===== config.mk =====
export PLATFORM = sky130hd
export DESIGN_NAME = lcd_bus_receiver
export DESIGN_NICKNAME = d
export VERILOG_FILES = /design/src/rtl/lcd_bus_receiver.sv
export SDC_FILE = /design/constraint.sdc
export NUM_CORES = 1
export LEC_CHECK = 0
export ABC_AREA = 0
export CORE_MARGIN = 4
export CORE_UTILIZATION = 60
export DETAILED_ROUTE_END_ITERATION = 6
export PLACE_DENSITY = 0.77
export SLEW_MARGIN = 20
export SYNTH_ARGS = -nofsm -noshare
export SYNTH_HDL_FRONTEND = slang
export SYNTH_SLANG_ARGS = --single-unit

===== constraint.sdc =====
create_clock -name system_clk -period 3.9 [get_ports system_clk]
set_input_delay 1.17 -clock system_clk [delete_from_list [all_inputs] [get_ports system_clk]]
set_output_delay 1.17 -clock system_clk [all_outputs]
set_load 0.02 [all_outputs]

===== src/rtl/lcd_bus_receiver.sv =====
// ---------------------------------------------------------------------------
// lcd_bus_receiver
//
// Receiver/display model for the character-LCD parallel bus. Each falling
// edge of lcd_en is a strobe: with rs=1 the byte is written into the
// character buffer at the cursor, with rs=0 it is taken as a command
// (set address, clear, or captured-only). A rising edge of lcd_rst homes the
// cursor. The clear command sweeps CLEAR_CHAR through every cell, one cell
// per cycle, while busy is high. A registered read port exposes the buffer.
//
// Optional feature macro: LCD_RX_STATS_EN
//   When defined, adds wr_count / cmd_count outputs: saturating 16-bit
//   counts of accepted data writes and accepted commands.
// ---------------------------------------------------------------------------
module lcd_bus_receiver #(
    parameter int         DEPTH      = 64,
    parameter int         ADDR_W     = 6,
    parameter logic [7:0] CLEAR_CHAR = 8'h5F
) (
    input  logic              system_clk,
    input  logic              rst,
    input  logic              lcd_en,
    input  logic              lcd_rs,
    input  logic              lcd_rw,
    input  logic              lcd_rst,
    input  logic [7:0]        lcd_data,
    input  logic [ADDR_W-1:0] rd_addr,
    output logic [7:0]        rd_data,
    output logic [ADDR_W-1:0] cursor,
    output logic              busy,
    output logic              cmd_valid,
    output logic [7:0]        cmd_byte,
    output logic              page_start,
    output logic              err_busy
`ifdef LCD_RX_STATS_EN
    ,
    output logic [15:0]       wr_count,
    output logic [15:0]       cmd_count
`endif
);

    localparam logic [7:0]        CMD_CLEAR = 8'h01;
    localparam logic [ADDR_W-1:0] LAST_CELL = ADDR_W'(DEPTH - 1);

    typedef enum logic [0:0] {
        ST_IDLE  = 1'b0,
        ST_CLEAR = 1'b1
    } state_t;

    state_t            state;
    logic [ADDR_W-1:0] clr_cnt;

    // Edge-detect history of the bus control lines
    logic en_q;
    logic rst_q;

    logic strobe;
    logic home;
    logic idle;
    logic wr_acc;
    logic cmd_acc;
    logic [ADDR_W-1:0] wr_addr;

    // Character buffer and its single write port
    logic [7:0]        mem [DEPTH];
    logic              mem_we;
    logic [ADDR_W-1:0] mem_waddr;
    logic [7:0]        mem_wdata;

`ifdef LCD_RX_STATS_EN
    // Saturating increment for the statistics counters
    function automatic logic [15:0] sat_inc16(input logic [15:0] val);
        if (val == 16'hFFFF) begin
            return val;
        end
        return val + 16'd1;
    endfunction
`endif

    // Strobe and home event decode; bus values are sampled in the strobe cycle
    assign strobe  = en_q & ~lcd_en;
    assign home    = ~rst_q & lcd_rst;
    assign idle    = (state == ST_IDLE);
    assign wr_acc  = strobe & ~lcd_rw &  lcd_rs & idle;
    assign cmd_acc = strobe & ~lcd_rw & ~lcd_rs & idle;

    // A home coinciding with a data strobe steers the write to cell 0
    assign wr_addr = home ? '0 : cursor;

    assign busy = (state == ST_CLEAR);

    // Register lcd_en and lcd_rst so their edges can be detected
    always_ff @(posedge system_clk) begin
        if (rst) begin
            en_q  <= 1'b0;
            rst_q <= 1'b0;
        end else begin
            en_q  <= lcd_en;
            rst_q <= lcd_rst;
        end
    end

    // Select the buffer write source: clear sweep has priority over bus writes
    always_comb begin
        mem_we    = 1'b0;
        mem_waddr = wr_addr;
        mem_wdata = lcd_data;
        if (!rst) begin
            if (state == ST_CLEAR) begin
                mem_we    = 1'b1;
                mem_waddr = clr_cnt;
                mem_wdata = CLEAR_CHAR;
            end else if (wr_acc) begin
                mem_we    = 1'b1;
                mem_waddr = wr_addr;
                mem_wdata = lcd_data;
            end
        end
    end

    // Buffer storage; contents intentionally survive rst
    always_ff @(posedge system_clk) begin
        if (mem_we) begin
            mem[mem_waddr] <= mem_wdata;
        end
    end

    // Registered read port, one cycle of latency
    always_ff @(posedge system_clk) begin
        if (rst) begin
            rd_data <= '0;
        end else begin
            rd_data <= mem[rd_addr];
        end
    end

    // Control FSM: strobe handling in IDLE, cell-by-cell sweep in CLEAR
    always_ff @(posedge system_clk) begin
        if (rst) begin
            state      <= ST_IDLE;
            clr_cnt    <= '0;
            cursor     <= '0;
            cmd_valid  <= 1'b0;
            cmd_byte   <= '0;
            page_start <= 1'b0;
            err_busy   <= 1'b0;
        end else begin
            cmd_valid  <= 1'b0;
            page_start <= home;
            unique case (state)
                ST_IDLE: begin
                    if (wr_acc) begin
                        // Cursor wraps naturally at the ADDR_W boundary
                        cursor <= wr_addr + ADDR_W'(1);
                    end else if (cmd_acc) begin
                        cmd_byte  <= lcd_data;
                        cmd_valid <= 1'b1;
                        if (lcd_data[7]) begin
                            // Explicit set-address wins over a coincident home
                            cursor <= lcd_data[ADDR_W-1:0];
                        end else begin
                            if (home) begin
                                cursor <= '0;
                            end
                            if (lcd_data == CMD_CLEAR) begin
                                state   <= ST_CLEAR;
                                clr_cnt <= '0;
                            end
                        end
                    end else if (home) begin
                        // Covers no strobe as well as ignored rw=1 strobes
                        cursor <= '0;
                    end
                end
                ST_CLEAR: begin
                    // Any strobe during the sweep is dropped and flagged
                    if (strobe) begin
                        err_busy <= 1'b1;
                    end
                    if (home) begin
                        cursor <= '0;
                    end
                    clr_cnt <= clr_cnt + ADDR_W'(1);
                    if (clr_cnt == LAST_CELL) begin
                        state  <= ST_IDLE;
                        cursor <= '0;
                    end
                end
                default: begin
                    state <= ST_IDLE;
                end
            endcase
        end
    end

`ifdef LCD_RX_STATS_EN
    // Count accepted data writes and accepted commands, saturating
    always_ff @(posedge system_clk) begin
        if (rst) begin
            wr_count  <= '0;
            cmd_count <= '0;
        end else begin
            if (wr_acc) begin
                wr_count <= sat_inc16(wr_count);
            end
            if (cmd_acc) begin
                cmd_count <= sat_inc16(cmd_count);
            end
        end
    end
`endif

endmodule


==> results.ini <==
[drt]
routedWlPerCell_um = 27.9
wl_um = 49400
drcViolationCount = 1
vias = 11540
viasPerCell = 6.52
drt_pre_antenna_iters = 7
antenna_left = 0
drt_first_iter_violations = 1627

[timing]
finClkSkew_ns = 0.0131
max_freq_mhz = 286
setup_ws_ns = 0.403
hold_viol_final = 0
fin_crit_sh = 0.897
whs_ns = 0.436
rsz0062_at_grt = false
slew_viol_final = 0
setup_viol = 0
worst_slew_pin_slew_ns = 0.776
period_minus_slack_ns = 3.50
relSlewSlack = 0.483

[worst_setup_path]
cp_top_family = simple AND/OR/NAND/NOR gates
crit_slowest_cell = a31oi_1
startpoint_type = primary input
rrSetupSlack_ns = 0.98
crit_required_ns = 4.17
endpoint_kind = register
slowest_delay_ns = 0.64
worstPathArrival_ns = 3.77
path_cells = clkdlybuf4s50_1 -> nand2b_1 -> a31oi_1 -> nand3b_1 -> nor2_1 -> buf_4
worstSetupPathType = in -> reg
cp_num_buf_inv = 2
crit_fanout = 10

[pwr]
powerDensity_nw_per_um2 = 482
p_total_mw = 12.0
peakVddDrop_uv = 345
cellLeakagePower_nw = 7.98

[clock_tree]
cts-root-buf = clkbuf_16
cts_resized = 0
post_cts_buffers = 0
cts_tree = built
clk_latency_ns = 0.57
cts_htree_levels = 2
holdBufCountCts = 0
clkTransAtPathRegs_ns = 0.06
clock-sinks = 546
cts-buffers-inserted = 52
clockBufferDepth = 3

[die]
initial_core_util = 0.615
die-area_um2 = 38800
design.portCount = 46
rows = 68
core_um2 = 34900
die_w_um = 197
die_h_um = 197

[global_routing]
antenna_found_initial = 0
grt_pass1_wl_um = 75300
grt_pass1_vias = 11819
grtUsageTotal = 0.262
grt_max_degree = 65
grt.overflow.total = 0

[yosys]
synthFlopType = edfxtp_1
synth_edf_count = 512
yosys_warnings = 0
ys_seq_area_frac = 0.749
async_reset_ff_frac = 0
avgSynthCellArea_um2 = 19.3
synth.largest_area_cell = edfxtp_1
synth_top_area_share = 0.717
synth.distinct_cells = 55
synthesis.nets = 1135
syn_inst = 1114
synth.area.top_cells = edfxtp_1 72%, mux4_2 13%, dfxtp_1 3.2%, nor2_1 1.7%, mux2i_1 0.98%
syn_area_um2 = 21400
ys_seq_elements = 546

[min_path]
hold_class = reg -> reg

[outcome]
violations = design-rule violations
status = complete, but fails checks

[finish]
area_growth_syn_to_layout_pct = 15.8
antennaDiodeCount = 0
drive_above_1_share = 0.256
nFillCells = 2083
fin_cells = 1769
nNetsFinal = 1294
final_util = 0.712

[place]
dpl.hpwl_um = 30500
io_buffer_count = 45
dp_cells = 1674
place.gp.congestion = 0.891
dp_slack_ns = -0.121

[job]
maxCapViolCount = 0

## state kept, by name (all words and copies together) (netlist names)
name / flops
mem: 512
cursor: 6
err_busy: 1
cmd_valid: 1
rst_q: 1
busy: 1
page_start: 1
rd_data: 8
cmd_byte: 8
en_q: 1
clr_cnt: 6
## cell usage after synthesis (3+ instances only)
cell and count:
a2111oi_0 3, a211oi_1 10, a21oi_1 27, a22oi_1 14, a311o_1 3, a31oi_1 4, a32oi_1 4, and2_1 4
and3b_1 4, buf_2 28, buf_4 6, clkbuf_1 19, dfxtp_1 34, edfxtp_1 512, inv_1 9, mux2i_1 21
mux4_2 124, nand2_1 31, nand2b_1 13, nand3_1 8, nand3b_1 9, nor2_1 95, nor2b_1 25, nor3_1 7
nor4_1 3, o21a_1 3, o21ai_0 20, o221ai_1 9, o22ai_1 17, o31a_1 4, o31ai_1 3, or2_2 4
## report_power, final
part	internal, mW	switching (mW)
sequential	6.41	0.00511
combinational	0.229	0.355
clock	2.89	2.08
total	9.53	2.44
## through the flow
| stage | TNS (ns) | cell area [um^2] |
|---|---|---|
| final | 0 | 24800 |
| after global placement | -0.312 | 23200 |
| after CTS | 0 | 24800 |
| after detailed placement | -1.15 | 23200 |
| after floorplan | 0 | 21400 |
| after global routing | 0 | 24800 |
## path summary, 6_finish.rpt
path                                        from                     to  cells after the start
worst min register to register  rst_q$_SDFF_PP0_  page_start$_SDFF_PP0_                      1
worst max register to register   busy$_SDFF_PP0_   mem[18][2]$_DFFE_PP_                      5
worst min-delay path            rst_q$_SDFF_PP0_  page_start$_SDFF_PP0_                      1
worst max-delay path                         rst   mem[18][2]$_DFFE_PP_                      6
## per-layer routing
metal  vias up  routed length [um]  GRT usage
li1       4884                   -          -
met1      5919               18900      0.370
met2       632               24400      0.424
met3       105                4620     0.0548
met4         0                1570     0.0768
met5         -                   0          0
## layout by cell type, fill, tap and decap left out, types with 8 or more instances in the layout
cell type | Yosys | routed
clkdlybuf4s50_1 | 0 | 42
nand2_1 | 31 | 31
mux4_2 | 124 | 124
o21ai_0 | 20 | 20
a22oi_1 | 14 | 14
nor2_1 | 95 | 94
nor2b_1 | 25 | 25
o221ai_1 | 9 | 9
o22ai_1 | 17 | 17
mux2i_1 | 21 | 21
a211oi_1 | 10 | 10
edfxtp_1 | 512 | 512
nand3_1 | 8 | 8
dfxtp_1 | 34 | 34
a21oi_1 | 27 | 27
clkbuf_1 | 19 | 13
clkinv_2 | 0 | 12
inv_1 | 9 | 9
clkbuf_16 | 0 | 53
buf_4 | 6 | 112
nand3b_1 | 9 | 9
## final cells by class
cell class | count | area [um^2] | share of cell area
Clock buffer | 66 | 1380 | 0.0554
Timing Repair Buffer | 162 | 1400 | 0.0565
Tap cell | 455 | 569 | 0.0229
Inverter | 9 | 33.8 | 0.00136
Multi-Input combinational cell | 502 | 5100 | 0.205
Sequential cell | 546 | 16100 | 0.646
Clock inverter | 29 | 302 | 0.0121
## kinds of logic (layout without fill, tap and decap cells)
family / Yosys count / in the layout / synth area share
buffers and inverters: 66 / 266 / 0.0148
AND/OR/NAND/NOR: 217 / 217 / 0.0496
XOR/XNOR: 2 / 2 / 0.000817
adder cells (fa/ha/maj): 1 / 1 / 0.000583
flip-flops: 546 / 546 / 0.749
AO/OA/AOI/OAI: 133 / 133 / 0.0422
multiplexers: 149 / 149 / 0.143
Note: power is estimated with default switching activity, not from simulation.
